`src/rtl/div_sequencer.sv`:
```
`default_nettype none
// ============================================================================
// div_sequencer: 32-bit radix-2 restoring divider for DIV/DIVU/REM/REMU.
// Revision: 1.0
// ============================================================================

module cla (
  input  logic [31:0] a_i,
  input  logic [31:0] b_i,
  input  logic        cin_i,
  output logic [31:0] sum_o
);
  logic [31:0] p;
  logic [31:0] g;
  logic [31:0] c;
  logic [7:0]  gc;

  assign p     = a_i ^ b_i;
  assign g     = a_i & b_i;
  assign gc[0] = cin_i;

  // Eight 4-bit lookahead groups; group generate/propagate ripple between groups.
  for (genvar gi = 0; gi < 8; gi++) begin : g_grp
    localparam int B = 4 * gi;
    assign c[B]   = gc[gi];
    assign c[B+1] = g[B] | (p[B] & gc[gi]);
    assign c[B+2] = g[B+1] | (p[B+1] & g[B]) | (p[B+1] & p[B] & gc[gi]);
    assign c[B+3] = g[B+2] | (p[B+2] & g[B+1]) | (p[B+2] & p[B+1] & g[B])
                  | (p[B+2] & p[B+1] & p[B] & gc[gi]);
    if (gi < 7) begin : g_carry
      logic grp_g;
      logic grp_p;
      assign grp_g = g[B+3] | (p[B+3] & g[B+2]) | (p[B+3] & p[B+2] & g[B+1])
                   | (p[B+3] & p[B+2] & p[B+1] & g[B]);
      assign grp_p = &p[B+3:B];
      assign gc[gi+1] = grp_g | (grp_p & gc[gi]);
    end
  end

  assign sum_o = p ^ c;
endmodule

module div_sequencer #(
  parameter bit DIV0_FAST = 1'b1
) (
  input  logic        clk,
  input  logic        rst_n,
  input  logic        in_valid,
  output logic        in_ready,
  input  logic [31:0] dividend,
  input  logic [31:0] divisor,
  input  logic        is_signed,
  output logic        out_valid,
  input  logic        out_ready,
  output logic [31:0] quotient,
  output logic [31:0] remainder
);
  typedef enum logic [1:0] {
    IDLE = 2'd0,
    CALC = 2'd1,
    FIX  = 2'd2,
    DONE = 2'd3
  } state_t;

  state_t      state_q;
  logic [5:0]  cnt_q;
  logic [31:0] rem_q;
  logic [31:0] quo_q;
  logic [31:0] dvsr_q;
  logic        q_neg_q;
  logic        r_neg_q;
  logic        div0_q;
  logic        in_ready_q;
  logic        out_valid_q;
  logic [31:0] quotient_q;
  logic [31:0] remainder_q;

  logic        a_neg;
  logic        b_neg;
  logic [31:0] a_mag;
  logic [31:0] b_mag;
  logic        is_div0;
  logic        is_ovf;

  always_comb begin
    a_neg   = is_signed & dividend[31];
    b_neg   = is_signed & divisor[31];
    a_mag   = a_neg ? (~dividend + 32'd1) : dividend;
    b_mag   = b_neg ? (~divisor + 32'd1) : divisor;
    is_div0 = (divisor == 32'd0);
    is_ovf  = is_signed && (dividend == 32'h8000_0000) && (divisor == 32'hFFFF_FFFF);
  end

  logic [32:0] shift_d;
  logic [31:0] dvsr_inv;
  logic [31:0] diff;
  logic        carry31;
  logic        cout;
  logic        step_ok;
  logic [31:0] rem_d;
  logic [31:0] quo_d;

  assign shift_d  = {rem_q, quo_q[31]};
  assign dvsr_inv = ~dvsr_q;

  cla u_cla (
    .a_i   (shift_d[31:0]),
    .b_i   (dvsr_inv),
    .cin_i (1'b1),
    .sum_o (diff)
  );

  // Carry into bit 31 is recovered from the sum, giving the adder's carry-out.
  assign carry31 = diff[31] ^ shift_d[31] ^ dvsr_inv[31];
  assign cout    = (shift_d[31] & dvsr_inv[31]) | (shift_d[31] & carry31)
                 | (dvsr_inv[31] & carry31);
  assign step_ok = shift_d[32] | cout;
  assign rem_d   = step_ok ? diff : shift_d[31:0];
  assign quo_d   = {quo_q[30:0], step_ok};

  logic [31:0] fix_q;
  logic [31:0] fix_r;

  // A slow-path divide-by-zero must still report all-ones regardless of sign.
  assign fix_q = div0_q ? 32'hFFFF_FFFF : (q_neg_q ? (~quo_q + 32'd1) : quo_q);
  assign fix_r = r_neg_q ? (~rem_q + 32'd1) : rem_q;

  always_ff @(posedge clk or negedge rst_n) begin
    if (!rst_n) begin
      state_q     <= IDLE;
      cnt_q       <= 6'd0;
      rem_q       <= 32'd0;
      quo_q       <= 32'd0;
      dvsr_q      <= 32'd0;
      q_neg_q     <= 1'b0;
      r_neg_q     <= 1'b0;
      div0_q      <= 1'b0;
      in_ready_q  <= 1'b1;
      out_valid_q <= 1'b0;
      quotient_q  <= 32'd0;
      remainder_q <= 32'd0;
    end else begin
      case (state_q)
        IDLE: begin
          if (in_valid) begin
            q_neg_q    <= a_neg ^ b_neg;
            r_neg_q    <= a_neg;
            div0_q     <= is_div0;
            dvsr_q     <= b_mag;
            quo_q      <= a_mag;
            rem_q      <= 32'd0;
            cnt_q      <= 6'd0;
            in_ready_q <= 1'b0;
            if (DIV0_FAST && is_div0) begin
              quotient_q  <= 32'hFFFF_FFFF;
              remainder_q <= dividend;
              out_valid_q <= 1'b1;
              state_q     <= DONE;
            end else if (DIV0_FAST && is_ovf) begin
              quotient_q  <= 32'h8000_0000;
              remainder_q <= 32'd0;
              out_valid_q <= 1'b1;
              state_q     <= DONE;
            end else begin
              state_q <= CALC;
            end
          end
        end
        CALC: begin
          rem_q <= rem_d;
          quo_q <= quo_d;
          cnt_q <= cnt_q + 6'd1;
          if (cnt_q == 6'd31) begin
            state_q <= FIX;
          end
        end
        FIX: begin
          quotient_q  <= fix_q;
          remainder_q <= fix_r;
          out_valid_q <= 1'b1;
          state_q     <= DONE;
        end
        DONE: begin
          if (out_ready) begin
            out_valid_q <= 1'b0;
            in_ready_q  <= 1'b1;
            state_q     <= IDLE;
          end
        end
        default: begin
          state_q <= IDLE;
        end
      endcase
    end
  end

  assign in_ready  = in_ready_q;
  assign out_valid = out_valid_q;
  assign quotient  = quotient_q;
  assign remainder = remainder_q;
endmodule
`default_nettype wire

```
`config.mk`:
```
export PLATFORM = sky130hd
export DESIGN_NAME = div_sequencer
export DESIGN_NICKNAME = d
export VERILOG_FILES = /design/src/rtl/div_sequencer.sv
export SDC_FILE = /design/constraint.sdc
export NUM_CORES = 1
export LEC_CHECK = 0
export CORE_AREA = 3 3 147 149
export CTS_BUF_LIST = sky130_fd_sc_hd__clkbuf_16
export CTS_CLUSTER_SIZE = 16
export DETAILED_ROUTE_END_ITERATION = 8
export DIE_AREA = 0 0 150 152
export HOLD_SLACK_MARGIN = 0.08
export PLACE_DENSITY_LB_ADDON = 0.05
export SLEW_MARGIN = 20
export SYNTH_ARGS = -nofsm -noshare
export SYNTH_HDL_FRONTEND = slang
export SYNTH_HIERARCHICAL = 1
export SYNTH_SLANG_ARGS = --single-unit
```
`constraint.sdc`:
```
create_clock -name clk -period 5.1 [get_ports clk]
set_clock_uncertainty 0.15 [all_clocks]
set_input_delay 1.02 -clock clk [delete_from_list [all_inputs] [get_ports clk]]
set_output_delay 1.02 -clock clk [all_outputs]
set_load 0.05 [all_outputs]
```
# Yosys cells after proc, flatten, opt, wreduce, memory -nomap -nowiden
# Index checks and enable logic that the tools add are counted.
[word_totals] register_bits=173 inputBits=69 out_inout_bits=66 word_cells=287
[op_classes] n_addsub=5 n_eq_ne=10 muxes=34 n_bitwise=205 n_reduce_logical=21
[ops] operator="$mux W32" n=14
[ops] operator="$pmux W32 S2" n=4
[ops] operator="$not A32 Y32" n=5
[ops] operator="$add A32 B1 Y32 const B" n=4
[ops] operator="$and A1 B1 Y1" n=115
[ops] operator="$or A1 B1 Y1" n=79
[ops] operator="$eq A32 B32 Y1 const B" n=2
[ops] operator="$xor A32 B32 Y32" n=2
[ops] operator="$logic_not A32 Y1" n=1
[ops] operator="$reduce_and A4 Y1" n=8
[ops] operator="$and A31 B31 Y31" n=1
[ops] operator="$pmux W6 S2" n=1
[ops] operator="$mux W2" n=5
[ops] operator="$reduce_and A3 Y1" n=3
[ops] operator="$pmux W2 S4" n=1
[ops] operator="$add A6 B1 Y6 const B" n=1
[ops] operator="$eq A6 B5 Y1 const B" n=1
[ops] operator="$mux W1" n=6
[ops] operator="$mux W6" n=1
[ops] operator="$ne A2 B2 Y1 const B" n=3
[ops] operator="$reduce_bool A2 Y1" n=3
[ops] operator="$eq A2 B2 Y1 const B" n=2
[ops] operator="$reduce_and A2 Y1" n=2
[ops] operator="$ne A3 B3 Y1 const B" n=1
[ops] operator="7 further kinds" n=10

# Longest topological paths before layout
# Gate-level depths: netlist of run 1.
[depth] word_depth=30 mapped_depth=17 ltp_nobuf=16

# By module
# Netlist of run 1, hierarchy kept.
[modules_own_cells] mod="div_sequencer" n_inst=1 cells_per_inst=1207 area_each_um2=10412.5
[modules_own_cells] mod="cla" n_inst=1 cells_per_inst=155 area_each_um2=1315.0

# Worst setup path after synthesis of run 1
# Ideal clock, no wire load.
[synth_path] kind="flip-flop to flip-flop" startpoint="register rem_q[14]" endpoint="register rem_q[10]" setup_time_ps=133 arrival_ps=3609 required_time_ps=4817 slack_ps=1208 stages_incl_launch_ff=16 n_path_buf=1 cell_sequence="dfrtp_1 -> ha_1 -> a21o_1 -> o21bai_4 -> a221oi_4 -> a2bb2oi_2 -> a31oi_2 -> a21o_1 -> a21o_1 -> a21oi_2 -> xnor2_1 -> o21ai_0 -> a21oi_1 -> clkbuf_1 -> mux2i_1 -> o21ai_0"
[synth_via] elab_chain_len=23 word_cells_on_any_way=31 cone_classes="mux: 2; bitwise: 28; reduce/logical: 1"
[synth_rtl] item="from (decl)" line="67" text="logic [31:0] rem_q;"
[synth_rtl] item="from (signal assigned)" line="170" text="rem_q <= rem_d;"
[synth_rtl] item="$xor A32 B32 Y32" line="18" text="assign p = a_i ^ b_i;"
[synth_rtl] item="$and A1 B1 Y1 (on tied branches)" line="33, 34"
[synth_rtl] item="$or A1 B1 Y1 (tied with other cells)" line="33" text="assign grp_g = g[B+3] | (p[B+3] & g[B+2]) | (p[B+3] & p[B+2] & g[B+1])"
[synth_rtl] item="$or A1 B1 Y1 or $and A1 B1 Y1 (tied branches)" line="33, 34"
[synth_rtl] item="$or A1 B1 Y1" line="34" text="| (p[B+3] & p[B+2] & p[B+1] & g[B]);"
[synth_rtl] item="$or A1 B1 Y1 (*)" line="36" text="assign gc[gi+1] = grp_g | (grp_p & gc[gi]);"
[synth_rtl] item="$and A1 B1 Y1 (*)" line="36"
[synth_rtl] item="$or A1 B1 Y1 (*)" line="36"
[synth_rtl] item="(+7 left out)"
[synth_rtl] item="named net diff[31]" line="96" text="logic [31:0] diff;"
[synth_rtl] item="$xor A1 B1 Y1 (*) (2 in a row)" line="114" text="assign carry31 = diff[31] ^ shift_d[31] ^ dvsr_inv[31];"
[synth_rtl] item="$and A1 B1 Y1" line="115" text="assign cout = (shift_d[31] & dvsr_inv[31]) | (shift_d[31] & carry31)"
[synth_rtl] item="$or A1 B1 Y1" line="115"
[synth_rtl] item="$or A1 B1 Y1 (*)" line="116" text="| (dvsr_inv[31] & carry31);"
[synth_rtl] item="$or A1 B1 Y1 (*)" line="117" text="assign step_ok = shift_d[32] | cout;"
[synth_rtl] item="$mux W32 (*)" line="118" text="assign rem_d = step_ok ? diff : shift_d[31:0];"
[synth_rtl] item="$pmux W32 S2 (*)" line="143" text="case (state_q)"
# Mark *: on every way through the listed nets, which the timed path passes. The rest lies on a longest branch.
# A chain may end at the register's enable or synchronous reset.

# Final worst setup path of run 1
[layout_path] startpoint="register rem_q[18]" endpoint="register rem_q[11]"
[layout_via] elab_chain_len=21 word_cells_on_any_way=29 cone_classes="mux: 2; bitwise: 26; reduce/logical: 1"
[layout_rtl] item="$xor A32 B32 Y32" line="18"
[layout_rtl] item="$and A1 B1 Y1 (on tied branches)" line="33, 34"
[layout_rtl] item="$or A1 B1 Y1 (tied with other cells)" line="33"
[layout_rtl] item="$or A1 B1 Y1 or $and A1 B1 Y1 (tied branches)" line="33, 34"
[layout_rtl] item="$or A1 B1 Y1" line="34"
[layout_rtl] item="$or A1 B1 Y1 (*)" line="36"
[layout_rtl] item="$and A1 B1 Y1 (*)" line="36"
[layout_rtl] item="$or A1 B1 Y1 (*)" line="36"
[layout_rtl] item="(+5 left out)"
[layout_rtl] item="named net diff[31]" line="96"
[layout_rtl] item="$xor A1 B1 Y1 (*) (2 in a row)" line="114"
[layout_rtl] item="$and A1 B1 Y1" line="115"
[layout_rtl] item="$or A1 B1 Y1" line="115"
[layout_rtl] item="$or A1 B1 Y1 (*)" line="116"
[layout_rtl] item="$or A1 B1 Y1 (*)" line="117"
[layout_rtl] item="$mux W32 (*)" line="118"
[layout_rtl] item="$pmux W32 S2 (*)" line="143"
# Marks and branches as above.

==> metrics, run 1 <==
detailed-route via count=between 10000 and 15000; Slowest-stage cell, CP=dfrtp_1; Yosys top cell area share=between 30% and 40%; CP cell instances=ha_1 > nand4_1 > nor4_1 > nand3_1 > a21o_2 > a31oi_2 > a21o_1 > a21o_1 > a21oi_2 > xnor2_1 > o21ai_0 > a21oi_4 > buf_4 > mux2i_1 > o21ai_0; number of post-CTS setup repair buffers=0; DR DRC count=0; TritonCTS Sinks=173; pwr dens=739 mW/mm2; worst hold path class=reg -> reg; Final min period=4.08 ns; Core Util, Final=68.3%; Core Footprint=about 0.020 mm2; Max Fclk=about 250 MHz; placer congestion estimate=0.873; CP peak stage delay=0.49 ns; worst path buffer plus inverter count=1; DR pass1 iterations=8; Post-synth EDFFs=0; H-tree levels=4; Initial Util=57.8%; HPWL after DPL=23.5 mm; Synth warnings=6; Post-synth top flop=dfrtp_1; antenna cells=0; Period Utilization, post-route=between 70% and 80%; Worst Tran Pin Value=1.05 ns; Port Buf Inserts=134; R2R Setup Slk=around 1.0 ns; Total Neg Setup Slack=0 ns; Leak=5.73 nW; average wire per standard cell=17.9 um; initial antenna violation count=1; FF+latch count, synth=173; final worst slack=1.02 ns; Crit path arrival time=4.23 ns; floorplan row count=52; final WL=31.1 mm; CP Class=reg -> reg; Mapped Avg Cell Area=~8.6 um2; commonest cells after routing, fill and taps aside=dfrtp_1 (172), o21ai_0 (167), nand2_1 (157); Setup Viol. Count Final=0; commonest non-fill, non-tap cell in the layout=dfrtp_1; largest net degree at the start of global routing=105; non-filler cells, final=1744; die footprint=0.0228 mm2; via/cell ratio=5.92; Post-Syn Area=0.0117 mm2; fillers=approximately 1700; Clock Path Buffers=2; Gate Count Post-Synth=1362; Die Width=~150 um; Final Hold Fails=0; # IOs=135; crit end category=flop; Post-CTS Resized=0; max_cap viols=0; CTS tree=built; Setup WS pre-CTS=between 1 and 1.5 ns; Max FO, Critical Path=32; clock-pin slew on the worst setup and hold paths=0.07 ns; fraction of layout cells with a size suffix above 1=6.11%; Num CTS Buffers=17; Post-CTS Hold Fix Bufs=0; Netlist cell types=72; CTS Root Cell=clkbuf_16; grt total ovfl=0; GRT Overall Usage=between 20% and 30%; Placed Cells=1712; Syn-to-layout area delta=18.2%; Rel. slew slack=between 30 and 40%; CP startpoint kind=flop; sequential share of the synthesized area=a little under two fifths; Pins Over Slew Limit=0; top cells by area in the synthesized netlist=dfrtp_1 (37%), o21ai_0 (7.1%), xnor2_1 (6.4%); CP delay by family, top=compound AO/OA/AOI/OAI gates; outcome=finished, final reports clean; DR iter-0 viols=693; RSZ-0062 raised after global routing=false; Clock Latency Late Sink=~0.44 ns; Max VDD drop=0.000418 V; antenna viol nets, final=0; fraction of registers with async set/reset=100%; largest area contributor in the synthesized netlist=dfrtp_1; first-pass GRT wire length=50.9 mm; Final Net Count=~1600; vias in the first global route=around 9800; Req. time, crit path=5.25 ns; Die Y=152 um
==> worst register-to-register path: stages (launching register included) <==
cell	delay, ns
dfrtp_1	0.49
ha_1	0.43
nand4_1	0.19
nor4_1	0.29
nand3_1	0.13
a21o_2	0.27
a31oi_2	0.22
a21o_1	0.15
a21o_1	0.16
a21oi_2	0.07
xnor2_1	0.20
o21ai_0	0.19
a21oi_4	0.14
buf_4	0.48
mux2i_1	0.30
o21ai_0	0.10
==> layout make-up <==
type,count,area [um2],area share (%)
Sequential cell,173,4330,31.2
Inverter,63,236,1.71
Clock inverter,15,136,0.984
Tap cell,270,338,2.44
Timing Repair Buffer,153,1500,10.8
Multi-Input combinational cell,1053,6900,49.8
Clock buffer,17,425,3.07
==> flip-flops by register name, indices dropped and copies added, names as in the netlist <==
signal and count:
r_neg_q 1, state_q 2, quo_q 32, quotient 32, rem_q 32, q_neg_q 1
remainder 32, div0_q 1, out_valid 1, dvsr_q 32, cnt_q 6, in_ready 1
==> power by group <==
part | total [mW] | internal [mW] | switching [mW] | leakage [nW]
clock | 1.27 | 0.680 | 0.590 | 0.274
combinational | 6.28 | 2.50 | 3.78 | 3.31
sequential | 2.69 | 2.01 | 0.686 | 2.15
==> per-stage QoR <==
step,hold WS [ns],total power [mW],area (um2)
2_1_floorplan,0.300,7.24,11700
3_3_place_gp,0.312,8.76,13300
3_5_place_dp,0.320,8.93,13300
4_1_cts,0.336,10.2,13900
5_1_grt,0.354,11.0,13900
6_report,0.329,10.2,13900
==> Yosys cell counts, drive strengths merged (2+ instances only) <==
cell type and n:
o21ai 177, dfrtp 172, nand2 158, nor2 117, xnor2 86, a21oi 82
inv 63, clkbuf 62, xor2 60, ha 41, mux2i 37, o31ai 27
o41ai 24, a221oi 21, nand4 19, nor3 17, nor4 17, nand3 15
a21o 14, a31oi 13, buf 13, or3 12, nand2b 11, nor3b 11
a22o 10, or4 9, and3 8, fa 8, and2 7, o22ai 7
nand4b 5, or2 4, a211oi 3, a32oi 3, o211ai 3, o21bai 3
a221o 2, nor2b 2, o21a 2, or3b 2
==> worst paths after layout <==
check                                           to                    start  cells past startpoint
max                          rem_q[11]$_DFFE_PN0P_    rem_q[18]$_DFFE_PN0P_                     15
min                        quotient[2]$_DFFE_PN0P_  quotient[2]$_DFFE_PN0P_                      2
max reg2reg                  rem_q[11]$_DFFE_PN0P_    rem_q[18]$_DFFE_PN0P_                     15
min reg2reg                quotient[2]$_DFFE_PN0P_  quotient[2]$_DFFE_PN0P_                      2
max in group asynchronous     in_ready$_DFFE_PN1P_                    rst_n                      2
min in group asynchronous  quotient[4]$_DFFE_PN0P_                    rst_n                      1
==> per-layer routing <==
metal  vias to the layer above  share of wire, %  track usage [%]
li1                       5033                 -                -
met1                      4924                44             37.0
met2                       314                48             45.8
met3                        60               5.1             4.47
met4                         2               2.4             7.84
met5                         -             0.042                0
==> kinds of logic (layout without fill, tap and decap cells) <==
| logic type | count (synthesis) | count (layout) | share of synthesized area [%] |
|---|---|---|---|
| AOI/OAI and AO/OA | 399 | 399 | 21.7 |
| xor gates and xnor gates | 146 | 146 | 10.9 |
| adders and majority gates | 49 | 49 | 5.74 |
| buffers and inverters | 138 | 248 | 4.54 |
| DFF | 173 | 173 | 36.9 |
| muxes | 37 | 37 | 3.16 |
| other | 1 | 3 | 0.0320 |
| and+or+nand+nor | 419 | 419 | 17.0 |
Power figures use the tool's default switching activity.
==> run 2, diff against run 1 <==
==> constraint.sdc (replaced) <==
create_clock -name clk -period 3.9 [get_ports clk]
set_clock_uncertainty 0.15 [all_clocks]
set_input_delay 0.78 -clock clk [delete_from_list [all_inputs] [get_ports clk]]
set_output_delay 0.78 -clock clk [all_outputs]
set_load 0.05 [all_outputs]
==> run 2 against run 1 <==
Against the previous run:
- sequential share of layout area fell by 1.5 points
- non-clock buffer count rose by 66
- maximum frequency rose by 6.2%
- routed wire length rose by 7.7%
- utilization rose by 3.4 points
- flip-flop and latch count did not move
- critical path depth rose by 1
- via count rose by 4.2%
- clock-buffer cell count did not move
- cell count rose by 3.8%
- critical endpoint is now rem_q[22]$_DFFE_PN0P_
- largest cell class unchanged
- largest power group unchanged
==> metrics, run 2 (synthesized netlist as in run 1, its figures left out) <==
CP peak stage delay=0.39 ns; H-tree levels=4; DRT met1 WL=14.2 mm; average wire per standard cell=approximately 19 um; max_cap viols=0; vias in the first global route=10300; crit end category=flop; Final Hold Fails=0; Die Y=152 um; TritonCTS Sinks=173; Leak=6.12 nW; grt total ovfl=0; commonest non-fill, non-tap cell in the layout=dfrtp_1; floorplan row count=52; Num CTS Buffers=17; HPWL after DPL=24.5 mm; Req. time, crit path=4.05 ns; Rel. slew slack=a little over a quarter; Initial Util=57.8%; worst hold path class=in -> async; Setup Viol. Count Final=0; first-pass GRT wire length=52.2 mm; Slowest-stage cell, CP=dfrtp_1; CTS tree=built; final WL=33.5 mm; Worst Tran Pin Value=1.10 ns; Total Neg Setup Slack=0 ns; DR pass1 iterations=5; Pins Over Slew Limit=0; Max VDD drop=around 0.00042 V; largest net degree at the start of global routing=74; placer congestion estimate=~0.9; detailed-route via count=between 10000 and 15000; outcome=finished, final reports clean; # IOs=135; met3 routed WL=about 2.1 mm; Final Net Count=roughly 1600; CP startpoint kind=flop; Overall Power=approximately 14 mW; Period Utilization, post-route=98.5%; Crit path arrival time=3.99 ns; Die Width=150 um; Reg-to-Reg End=rem_q[22]$_DFFE_PN0P_; Port Buf Inserts=134; initial antenna violation count=0; pwr dens=982 mW/mm2; non-filler cells, final=1810; Placed Cells=1775; GRT Overall Usage=~28%; clock-pin slew on the worst setup and hold paths=0.07 ns; fraction of layout cells with a size suffix above 1=10.6%; Final min period=3.84 ns; antenna viol nets, final=0; CP cell instances=inv_1 > ha_4 > a21o_1 > o21bai_4 > a221oi_4 > a2bb2oi_2 > a31oi_2 > a21o_1 > a21o_1 > a21oi_2 > xnor2_2 > o21ai_1 > a21oi_4 > clkbuf_16 > mux2i_1 > o21ai_0; Reg-to-Reg Start=dvsr_q[15]$_DFFE_PN0P_; Core Util, Final=between 70% and 80%; CTS Root Cell=clkbuf_16; Clock Path Buffers=2; DR DRC count=0; Most common cell on crit path=a21o_1; Clock Latency Late Sink=around 0.43 ns; number of post-CTS setup repair buffers=0; commonest cells after routing, fill and taps aside=dfrtp_1 (172), o21ai_0 (166), nand2_1 (157); die footprint=0.0228 mm2; Max Fclk=260 MHz; Met2 Wirelength=16.4 mm; CP Class=reg -> reg; Max FO, Critical Path=8; DR iter-0 viols=658; via/cell ratio=5.95; DR top layer=met4; Syn-to-layout area delta=24.2%; R2R Setup Slk=0.06 ns; R2R cell count=16; antenna cells=0; Core Footprint=0.0203 mm2
## run 2: layout make-up
class                   count  area, um2
flip-flops and latches    173       4330
inverters                  63        236
clock buffers              17        425
clock inverters            15        184
multi-input cells        1053       6980
well taps                 270        338
repair buffers            219       2070
fillers                  1673       5740
## run 2: critical path, delay by kind of cell, from the launching register on
family                     cells  cell delay (ns)
AOI/OAI and AO/OA             11             2.20
xor gates and xnor gates       1             0.14
buffers and inverters          2             0.35
adders and majority gates      1             0.22
DFF                            1             0.39
muxes                          1             0.24
## run 2: stage by stage
stage	hold slack [ns]	cell area [um2]	setup slack [ns]
3_3_place_gp	0.311	13800	-0.122
4_1_cts	0.241	14400	0.0957
2_1_floorplan	0.300	11700	0.00763
3_5_place_dp	0.320	13800	-0.160
6_report	0.213	14600	0.0601
5_1_grt	0.269	14600	-0.0749
## run 2: how the worst max path moves through the flow
stage,from,end,slack (ns),depth (start not counted)
after global placement,dividend[28],quotient[30]$_DFFE_PN0P_,-0.12,7
after CTS,rem_q[14]$_DFFE_PN0P_,rem_q[8]$_DFFE_PN0P_,0.1,15
final,dvsr_q[15]$_DFFE_PN0P_,rem_q[22]$_DFFE_PN0P_,0.06,16
after detailed placement,dividend[28],quotient[10]$_DFFE_PN0P_,-0.16,7
after floorplan,rem_q[14]$_DFFE_PN0P_,rem_q[10]$_DFFE_PN0P_,0.008,15
after global routing,dvsr_q[15]$_DFFE_PN0P_,rem_q[22]$_DFFE_PN0P_,-0.07,16
## run 2: report_power, final
group          switching (mW)  internal, mW
sequential              0.798          2.63
combinational            5.37          3.73
clock                   0.757          1.02
total                    6.93          7.37
## run 2: metal layers
layer	vias to the layer above	track usage (%)
met1	5173	36.7
met2	373	48.8
met3	61	4.89
met5	-	0
met4	0	8.45
li1	5164	-
## run 2: what timing repair did
item / in CTS / in global routing
gates resized for setup: 0 / 8
hold buffers: 0 / 0
hold endpoints to repair: 0 / 0
setup endpoints to repair: 0 / 32
==> run 3, diff against run 2 <==
--- a/config.mk
+++ b/config.mk
@@ -5,11 +5,12 @@
 export SDC_FILE = /design/constraint.sdc
 export NUM_CORES = 1
 export LEC_CHECK = 0
-export CORE_AREA = 3 3 147 149
+export CORE_AREA = 3 3 144 146
 export CTS_BUF_LIST = sky130_fd_sc_hd__clkbuf_16
 export CTS_CLUSTER_SIZE = 16
 export DETAILED_ROUTE_END_ITERATION = 8
-export DIE_AREA = 0 0 150 152
+export DIE_AREA = 0 0 147 149
+export DONT_BUFFER_PORTS = 1
 export HOLD_SLACK_MARGIN = 0.08
 export PLACE_DENSITY_LB_ADDON = 0.05
 export SLEW_MARGIN = 20
==> run 3 against run 2 <==
Against the previous run:
- the run now ends with hold timing left
- critical path type unchanged
- largest cell class unchanged
- routed wire length rose by 0.53%
- maximum frequency rose by 2.0%
- cell count fell by 9.7%
- cell area fell by 12%
- clock power fell by 3%
==> metrics, run 3 (synthesized netlist as in run 1, its figures left out) <==
Crit path arrival time=3.93 ns; antenna viol nets, final=0; Rel. slew slack=34.7%; worst hold path class=in -> async; DR pass1 iterations=6; Max FO, Critical Path=9; commonest cells after routing, fill and taps aside=dfrtp_1 (172), o21ai_0 (166), nand2_1 (157); fillers=1648; failing checks=hold timing; Design Area, Final=between 0.01 and 0.015 mm2; TritonCTS Sinks=173; CP delay by family, top=compound AO/OA/AOI/OAI gates; first-pass GRT wire length=52.5 mm; Port Buf Inserts=0; pwr dens=1050 mW/mm2; crit end category=flop; Max Fclk=~270 MHz; hold_ws=-0.114 ns; HPWL after DPL=roughly 25 mm; Clock Path Buffers=2; final worst slack=0.135 ns; average wire per standard cell=slightly above 20 um; Req. time, crit path=4.07 ns; Initial Util=approximately three fifths; Final Hold Fails=172; grt total ovfl=0; Die Width=around 150 um; Final min period=3.76 ns; Most common cell on crit path=a21o_1; Clock Latency Late Sink=0.45 ns; final WL=33.7 mm; Total Neg Setup Slack=0 ns; Leak=about 5.4 nW; Core Util, Final=~66%; CTS Root Cell=clkbuf_16; CTS tree=built; Syn-to-layout area delta=9.53%; GRT Overall Usage=30.4%; placed inst area=0.0121 mm2; placer congestion estimate=between 0.9 and 1; DR DRC count=0; fraction of layout cells with a size suffix above 1=8.92%; floorplan row count=51; Reg area=0.00433 mm2; via/cell ratio=6.29; worst path buffer plus inverter count=2; vias in the first global route=approximately 9500; detailed-route via count=10300; DR iter-0 viols=between 800 and 900; Die Y=149 um; CP startpoint kind=flop; clock-pin slew on the worst setup and hold paths=0.07 ns; Pins Over Slew Limit=0; Overall Power=between 10 and 15 mW; Final Net Count=~1500; outcome=finished with violations; largest net degree at the start of global routing=174; H-tree levels=4; Core Footprint=around 0.02 mm2; die footprint=0.0219 mm2; initial antenna violation count=1; Max VDD drop=0.000621 V; Setup WS pre-CTS=approximately 0.15 ns; commonest non-fill, non-tap cell in the layout=dfrtp_1; CP peak stage delay=about 0.39 ns; area of the multi-input gates=between 0.006 and 0.007 mm2; CP Class=reg -> reg; max_cap viols=0; Slowest-stage cell, CP=dfrtp_1; # IOs=135; Num CTS Buffers=17; Worst Tran Pin Value=just under 1 ns; Setup Viol. Count Final=0; CP cell instances=ha_1 > a21o_1 > o21bai_4 > a221oi_4 > a2bb2oi_2 > a31oi_4 > a21o_1 > a21o_1 > a21oi_2 > xnor2_2 > o21ai_1 > a21oi_4 > buf_4 > clkbuf_16 > mux2i_1 > o21ai_0; Period Utilization, post-route=96.5%
-- run 3: cell types whose count changed in the layout (fill, tap and decap cells not counted), moves of 2 or more --
| cell | before | now |
|---|---|---|
| buf_4 | 78 | 43 |
| inv_8 | 1 | 3 |
| clkdlybuf4s50_1 | 133 | 0 |
| bufinv_16 | 3 | 1 |
| ha_1 | 36 | 38 |
| buf_12 | 4 | 2 |
| ha_4 | 5 | 2 |
| buf_6 | 2 | 0 |
-- run 3: worst paths after layout --
| check | cells past startpoint | from | slack [ns] | to |
|---|---|---|---|---|
| worst min register to register | 2 | dvsr_q[22]$_DFFE_PN0P_ | 0.33 | dvsr_q[22]$_DFFE_PN0P_ |
| max in group asynchronous | 0 | rst_n | 3.47 | in_ready$_DFFE_PN1P_ |
| worst max register to register | 16 | rem_q[14]$_DFFE_PN0P_ | 0.14 | rem_q[19]$_DFFE_PN0P_ |
| worst min-delay path | 0 | rst_n | -0.11 | remainder[1]$_DFFE_PN0P_ |
| min in group clk | 2 | divisor[31] | 0.32 | dvsr_q[31]$_DFFE_PN0P_ |
| worst max-delay path | 16 | rem_q[14]$_DFFE_PN0P_ | 0.14 | rem_q[19]$_DFFE_PN0P_ |
-- run 3: timing repair --
action                                  CTS  global route
buffers inserted                          0             3
hold endpoints to repair                173           173
resized for setup                         0             6
endpoints found under the setup margin    0            32
-- run 3: metrics by stage --
step           hold slack (ns)  cells
6_report                -0.114   1634
5_1_grt                 -0.139   1633
4_1_cts                 -0.131   1628
3_5_place_dp             0.321   1596
3_3_place_gp             0.313   1596
2_1_floorplan            0.300   1364
-- run 3: layer usage --
| layer | GRT usage (%) | vias up | part of all wire, % | wire length, um |
|---|---|---|---|---|
| met1 | 42.8 | 4993 | 44 | 14700 |
| met3 | 8.99 | 43 | 9.5 | 3210 |
| met4 | 8.48 | 2 | 1.8 | 621 |
| li1 | - | 4822 | - | - |
| met5 | 0 | - | 0.021 | 7 |
| met2 | 46.0 | 421 | 45 | 15200 |
-- run 3: cell type report --
type / instances / area share [%]
well taps: 265 / 2.58
diodes: 1 / 0.0195
inverters: 63 / 1.84
clock inverters: 15 / 1.20
clock buffers: 17 / 3.31
flip-flops and latches: 173 / 33.7
multi-input cells: 1053 / 54.1
repair buffers: 47 / 3.21
-- run 3: power breakdown --
group          leakage, nW  switching, mW  internal [mW]  total (mW)
Clock                0.289          0.826          0.905        1.73
Combinational         2.96           4.08           3.17        7.25
Sequential            2.15           1.89           2.61        4.50
Total                 5.39           6.79           6.68        13.5
